===== config.mk =====
export PLATFORM = sky130hd
export DESIGN_NAME = pwm_cfg_sched
export DESIGN_NICKNAME = d
export VERILOG_FILES = /design/src/rtl/pwm_cfg_sched.sv
export SDC_FILE = /design/constraint.sdc
export NUM_CORES = 1
export LEC_CHECK = 0
export CAP_MARGIN = 20
export CELL_PAD_IN_SITES_DETAIL_PLACEMENT = 1
export CELL_PAD_IN_SITES_GLOBAL_PLACEMENT = 2
export CORE_UTILIZATION = 32
export CTS_CLUSTER_DIAMETER = 80
export DETAILED_ROUTE_END_ITERATION = 16
export PLACE_DENSITY = 0.76
export SLEW_MARGIN = 20
export SYNTH_ARGS = -nofsm -noshare
export SYNTH_HDL_FRONTEND = slang
export SYNTH_SLANG_ARGS = --single-unit

===== constraint.sdc =====
create_clock -name clk -period 2.2 [get_ports clk]
set_input_delay 0.44 -clock clk [delete_from_list [all_inputs] [get_ports clk]]
set_output_delay 0.44 -clock clk [all_outputs]
set_load 0.02 [all_outputs]

===== src/rtl/pwm_cfg_sched.sv =====
// rtl/pwm_cfg_sched.sv - two-requester PWM register write scheduler with FIFO; optional PWM_SYNC_UPDATE_EN
module pwm_cfg_sched #(
  parameter int DEPTH = 4
) (
  input  logic                    clk,
  input  logic                    rst_n,
  input  logic                    req0_valid,
  output logic                    req0_ready,
  input  logic [1:0]              req0_sel,
  input  logic [15:0]             req0_data,
  input  logic                    req1_valid,
  output logic                    req1_ready,
  input  logic [1:0]              req1_sel,
  input  logic [15:0]             req1_data,
  input  logic [15:0]             pwm_cnt,
  input  logic [15:0]             pwm_top,
  output logic [1:0]              sel,
  output logic [15:0]             d,
  output logic [$clog2(DEPTH):0]  level,
  output logic                    busy
);

  localparam int AW = $clog2(DEPTH);
  localparam int LW = AW + 1;

  // FIFO entry layout: {sel[1:0], data[15:0]}
  logic [17:0]   mem [DEPTH];
  logic [AW-1:0] wr_ptr;
  logic [AW-1:0] rd_ptr;

  // 1 = req1 was the last accepted requester, so req0 wins the next tie
  logic          last_q;

  logic          not_full;
  logic          grant0;
  logic          grant1;
  logic          accept;
  logic [1:0]    acc_sel;
  logic [15:0]   acc_data;
  logic          push;
  logic [17:0]   head;
  logic          head_ok;
  logic          pop;

  // Full check uses the registered level only, so a same-edge pop never frees a slot early
  assign not_full = (level < LW'(DEPTH));

  // Round-robin between the two requesters; a lone requester always wins
  assign grant0 = req0_valid && (!req1_valid || last_q);
  assign grant1 = req1_valid && (!req0_valid || !last_q);

  // Ready is forced low while reset is held even though level already reads zero
  assign req0_ready = grant0 && not_full && rst_n;
  assign req1_ready = grant1 && not_full && rst_n;

  assign accept   = req0_ready || req1_ready;
  assign acc_sel  = req0_ready ? req0_sel  : req1_sel;
  assign acc_data = req0_ready ? req0_data : req1_data;

  // sel=00 requests are handshaken but never stored
  assign push = accept && (acc_sel != 2'b00);

  assign head = mem[rd_ptr];

`ifdef PWM_SYNC_UPDATE_EN
  // cmp/top writes wait for a period boundary; cnt writes go out immediately
  assign head_ok = (head[17:16] == 2'b11) || (pwm_top == 16'd0) || (pwm_cnt >= pwm_top);
`else
  // Every head is eligible at once; the PWM live values are not needed
  logic unused_pwm;
  assign unused_pwm = ^{pwm_cnt, pwm_top, head[17:16]};
  assign head_ok    = 1'b1;
`endif

  assign pop = (level != '0) && head_ok;

  assign busy = (level != '0) || (sel != 2'b00);

  // FIFO storage write; contents need no reset because pointers gate visibility
  always_ff @(posedge clk) begin
    if (push) begin
      mem[wr_ptr] <= {acc_sel, acc_data};
    end
  end

  // Pointers, occupancy, arbitration history and the one-cycle PWM write strobe
  always_ff @(posedge clk or negedge rst_n) begin
    if (!rst_n) begin
      wr_ptr <= '0;
      rd_ptr <= '0;
      level  <= '0;
      last_q <= 1'b1;
      sel    <= 2'b00;
      d      <= 16'd0;
    end else begin
      if (accept) begin
        last_q <= req1_ready;
      end
      if (push) begin
        wr_ptr <= wr_ptr + AW'(1);
      end
      if (pop) begin
        rd_ptr <= rd_ptr + AW'(1);
        sel    <= head[17:16];
        d      <= head[15:0];
      end else begin
        sel    <= 2'b00;
        d      <= 16'd0;
      end
      case ({push, pop})
        2'b10:   level <= level + LW'(1);
        2'b01:   level <= level - LW'(1);
        default: level <= level;
      endcase
    end
  end

endmodule

=== Word-level counts from Yosys, hierarchy flattened ===
Memories as Yosys holds them, arrays and structs flattened.
Cells that the tools add are included.

* Eq/ne operators: 2
* Mux-type cells: 7
* Add/subtract/negate cells: 4
* Reduce and logical (&&, ||, !) cells: 18
* Magnitude comparators: 1

{| class="wikitable"
|+ Operators with widths
! kind !! number
|-
| 16-bit two-way mux || 2
|-
| 1-bit logical AND || 7
|-
| 3-bit case mux with 2 select lines || 1
|-
| 2-bit nonzero test || 3
|-
| 2-bit by 1-bit adder with 2-bit output (second input constant) || 2
|-
| 1-bit logical OR || 4
|-
| 2-bit two-way mux || 2
|-
| 3-bit by 1-bit adder with 3-bit output (second input constant) || 1
|-
| 1-bit logical NOT || 3
|-
| 3-bit < comparator (second input constant) || 1
|-
| 3-bit nonzero test || 1
|-
| 3-bit by 1-bit subtractor with 3-bit output (second input constant) || 1
|-
| 2-bit by 1-bit == test with 1-bit output (second input constant) || 1
|-
| 2-bit == test (second input constant) || 1
|-
| 1-bit two-way mux || 2
|}

* Bits in registers: 26
* RAM bits: 72
* Memories: 1
* Word-level logic and storage cells: 39
* Input port bits: 72

{| class="wikitable"
|+ Memory list
! name !! words !! width !! read ports !! clocked after Yosys merged registers in !! wr ports !! RTL line !! source
|-
| mem || 4 || 18 || 1 || 0 || 1 || 27 || <nowiki>logic [17:0] mem [DEPTH];</nowiki>
|}

=== Depth between registers and ports, before layout ===
* Word-level depth: 10
* Gate-level depth with buffers: 9

=== Worst setup path before layout ===
Ideal clock, no wire load.

* Path kind: register to register
* Start point: reg level[2]
* End point: mem mem[0][0] (enable)
* Clock period less this slack: 2.229 ns
* Setup slack: -0.029 ns
* Arrival time: 1.834 ns
* Cell stages (with the launch flop): 5
* Path through: dfrtp_1 nand3b_4 a21oi_4 a2bb2oi_4 nor2b_1

* Cells in the longest elaborated chain, start to end: 8
* Elaborated cells on any way between the ends: 11
* Those cells by class: 1 x order compare; 3 x mux; 7 x reduce/logical

{| class="wikitable"
|+ Ends and longest elaborated chain
! what !! RTL line !! source
|-
| start, declared || 19 || <nowiki>output logic [$clog2(DEPTH):0] level,</nowiki>
|-
| start signal, assigned || 111 || <nowiki>2'b10: level <= level + LW'(1);</nowiki>
|-
| start signal, assigned || 112 || <nowiki>2'b01: level <= level - LW'(1);</nowiki>
|-
| start signal, assigned || 113 || <nowiki>default: level <= level;</nowiki>
|-
| 3-bit < comparator (*) || 46 || <nowiki>assign not_full = (level < LW'(DEPTH));</nowiki>
|-
| 1-bit logical AND (2 in series) || 53 || <nowiki>assign req0_ready = grant0 && not_full && rst_n;</nowiki>
|-
| 2-bit two-way mux || 57 || <nowiki>assign acc_sel = req0_ready ? req0_sel : req1_sel;</nowiki>
|-
| 2-bit nonzero test || 61 || <nowiki>assign push = accept && (acc_sel != 2'b00);</nowiki>
|-
| 1-bit logical AND (*) || 61 ||
|-
| 1-bit two-way mux (*) || 81 || <nowiki>if (push) begin</nowiki>
|-
| 1-bit two-way mux (implied by the code) (*) || 82 || <nowiki>mem[wr_ptr] <= {acc_sel, acc_data};</nowiki>
|-
| end, declared || 27 ||
|}

Every way passes the cells marked *; elsewhere a longest branch is shown, timed or not.

=== Final worst setup path ===
* Start point: in req1_valid
* End point: reg level[2]

* Cells in the longest elaborated chain, start to end: 10
* Elaborated cells on any way between the ends: 16
* Those cells by class: 2 x eq/ne; 2 x mux; 12 x reduce/logical

{| class="wikitable"
|+ Ends and longest elaborated chain
! what !! RTL line !! source
|-
| start, declared || 11 || <nowiki>input logic req1_valid,</nowiki>
|-
| 1-bit logical NOT || 49 || <nowiki>assign grant0 = req0_valid && (!req1_valid || last_q);</nowiki>
|-
| 1-bit logical OR || 49 ||
|-
| 1-bit logical AND || 49 ||
|-
| 1-bit logical AND (2 in series) || 53 ||
|-
| 2-bit two-way mux || 57 ||
|-
| 2-bit nonzero test || 61 ||
|-
| 1-bit logical AND (*) || 61 ||
|-
| 2-bit by 1-bit == test with 1-bit output or 2-bit == test (tied branches) || 110 || <nowiki>case ({push, pop})</nowiki>
|-
| 3-bit case mux with 2 select lines or 2-bit nonzero test (tied branches) || n/a ||
|}

Marked as above.
A chain may end at the register's enable or synchronous reset.

==> impl_metrics.ini <==
[global_routing]
grt_max_degree = 27
track_usage = 0.1244
grt-ovfl-total = 0
first_global_vias = 2108
antenna_found_initial = 0
grt_pass1_wl_mm = 11.54

[finish]
drive_gt1_frac = 0.3085
utilization = 0.4346
final_cell_area_sq_mm = 0.005220
num_antenna_cells = 0
num-nets-final = 368
area_delta_synth_final_pct = 32.32
fill_cells = 1187

[yosys]
synth_nets = 276
syn_area_per_cell_sq_um = 19.92
ys_types = 29
netlist_instances = 198
synthTopCellsByArea = edfxtp_1 55%, dfrtp_1 16%, mux4_2 10%
yosysTopAreaCellShare = 0.5480
ys_warn_count = 0
synth_area_leader_cell = edfxtp_1
yosysSeqAreaShare = 0.7133
synth_area_sq_mm = 0.003945
ys_seq_elements = 98

[floorplan]
die-area_sq_mm = 0.01278
die_h_um = 113.0
io_pins = 96
initial_utilization = 0.3284
fp.coreArea_sq_mm = 0.01201
std_cell_rows = 40
die_w_um = 113.0

[place]
place_area_sq_mm = 0.004910
place_congestion = 0.6613
hpwlAfterDp_mm = 5.188
place_ws_ns = -0.2806
port_buffers = 63

[cts]
clk_pin_slew_ns = 0.07
cts_buffer_depth = 2
cts_tree = built
clkSinkCount = 98
cts_buffers = 9
cts_htree_levels = 3
clk_latency_ns = 0.33
clockRootBuffer = clkbuf_16

[timing]
tightest_slew_ns = 0.4111
finClkSkew_ns = 0.009120
drv_slew = 0
relSlewSlack = 0.7259
fin_crit_ns = 2.090
hold_viol = 0
finalWorstSetupSlack_ns = 0.1098
setup_viol = 0
finalCritPeriodShare = 0.9501
max_freq_ghz = 0.4784

[route]
wire_per_inst_um = 16.74
drc = 0
drtPass1Iterations = 4
avgViaCountPerCell = 4.511
ant_nets = 0
finalWirelength_mm = 7.401
initialDrtViolationCount = 26
routed-via-count = 1994

[pwr]
pwr-share-clk = 0.241
total_leakage_power_nw = 1.909
p_per_area_mw_per_mm2 = 1230
p_sw_mw = 1.840
power.internal_mw = 4.581
netSwitchingFraction = 0.2866
p_comb_frac = 0.353
finalPower_mw = 6.421
seq_power_share = 0.406
ir_worst_vdd_v = 0.0005163

[worst_setup_path]
cp.required_ns = 2.45
end_kind = flip-flop
worstPathMaxFanout = 4
start_kind = input port
crit_arrival_ns = 2.34
critPathKind = input port to flip-flop

[job]
cap_violations = 0

[run_status]
status = complete, no violations

[hold_path]
worstHoldPathType = input port to async pin
[worst max-delay path, cell delays in order]
cell and delay (ns):
clkdlybuf4s50_1 0.58, a21oi_4 0.13, a2bb2oi_4 0.16, ha_2 0.19, inv_1 0.05, fa_1 0.36
xor2_1 0.15, nor2_1 0.13, xor2_1 0.15
[logic make-up (layout without fill, tap and decap cells)]
logic type	Yosys count	in the layout	share of synthesized area
AOI/OAI and AO/OA	3	3	0.01205
adders and majority gates	6	6	0.02093
xor gates and xnor gates	6	6	0.01332
and+or+nand+nor	32	32	0.05678
buffers and inverters	15	112	0.02315
DFF	98	98	0.7133
muxes	38	38	0.1605
[Yosys cell counts (all sizes together)]
library cell and number:
edfxtp 72, dfrtp 25, mux2 19, and2 18, mux4 18, inv 7
buf 6, ha 5, nor2b 4, xnor2 3, xor2 3, clkbuf 2
nand2 2, nor2 2, or3 2, a21oi 1, a2bb2oi 1, and2b 1
dfstp 1, fa 1, mux2i 1, nand3 1, nand3b 1, o21ai 1
or2 1
[final timing paths]
| path | from | end | slack [ns] | cells after the start |
|---|---|---|---|---|
| max | req1_valid | level[2]$_DFFE_PN0P_ | 0.11 | 9 |
| min | rst_n | d[13]$_DFF_PN0_ | 0.21 | 2 |
| max reg2reg | last_q$_DFFE_PN1P_ | level[2]$_DFFE_PN0P_ | 0.19 | 9 |
| min reg2reg | wr_ptr[0]$_DFFE_PN0P_ | wr_ptr[0]$_DFFE_PN0P_ | 0.55 | 1 |
| max in group asynchronous | rst_n | last_q$_DFFE_PN1P_ | 1.69 | 2 |
| min in group clk | wr_ptr[0]$_DFFE_PN0P_ | wr_ptr[0]$_DFFE_PN0P_ | 0.55 | 1 |
[repair_timing]
action | in CTS | in global routing
pin swaps | 0 | 2
setup endpoints to repair | 3 | 2
hold buffers | 0 | 0
endpoints found under the hold margin | 0 | 0
gates resized for setup | 6 | 4
buffers inserted | 0 | 1
cloned | 0 | 0
[state kept, by name, indices dropped and copies added, names as in the netlist]
| signal | count |
|---|---|
| mem | 72 |
| d | 16 |
| level | 3 |
| rd_ptr | 2 |
| sel | 2 |
| wr_ptr | 2 |
| last_q | 1 |
[routing by layer]
layer	wire (um)	vias to the layer above	track usage
li1	-	927	-
met1	3137	1025	0.1493
met2	4009	37	0.2237
met3	178	5	0.02732
met4	76	0	0.03684
met5	0	-	0
[per-stage QoR]
step | instances | hold slack, ns | setup TNS [ns]
floorplan | 198 | 0.1444 | -1.573
global placement | 425 | 0.5227 | -10.63
detailed placement | 425 | 0.5446 | -13.52
finish | 442 | 0.2137 | 0
CTS | 441 | 0.2273 | 0
global route | 442 | 0.2524 | -0.002286
[power by group through the flow]
stage	Sequential, mW	Clock (mW)	Combinational, mW
2_1_floorplan	2.83	0	1.16
3_3_place_gp	2.63	0	2.25
3_5_place_dp	2.65	0	2.30
4_1_cts	2.62	1.60	2.31
5_1_grt	2.65	1.65	2.46
6_report	2.61	1.55	2.27
[cell usage in the layout, fill, tap and decap left out, types with 2 or more instances in the layout]
cell             synthesis  layout
edfxtp_1                72      72
clkdlybuf4s50_1          0      58
dfrtp_1                 25      25
buf_4                    1      24
mux2_2                  18      18
mux4_2                  18      18
and2_1                  18      18
clkbuf_16                0       9
inv_1                    7       7
ha_1                     5       4
nor2b_2                  0       3
xnor2_1                  3       3
xor2_1                   3       3
nand2_1                  2       2
nor2_1                   2       2
clkbuf_1                 2       2
dlygate4sd2_1            0       2
buf_12                   0       2
[final cells by class]
| type | count | area (sq um) | share of cell area |
|---|---|---|---|
| Sequential cell | 98 | 2814 | 0.5391 |
| Multi-Input combinational cell | 85 | 1057 | 0.2025 |
| Timing Repair Buffer | 89 | 840.8 | 0.1611 |
| Clock buffer | 12 | 246.5 | 0.04722 |
| Tap cell | 147 | 183.9 | 0.03523 |
| Clock inverter | 4 | 51.30 | 0.009827 |
| Inverter | 7 | 26.28 | 0.005034 |
Power figures use the tool's default switching activity.
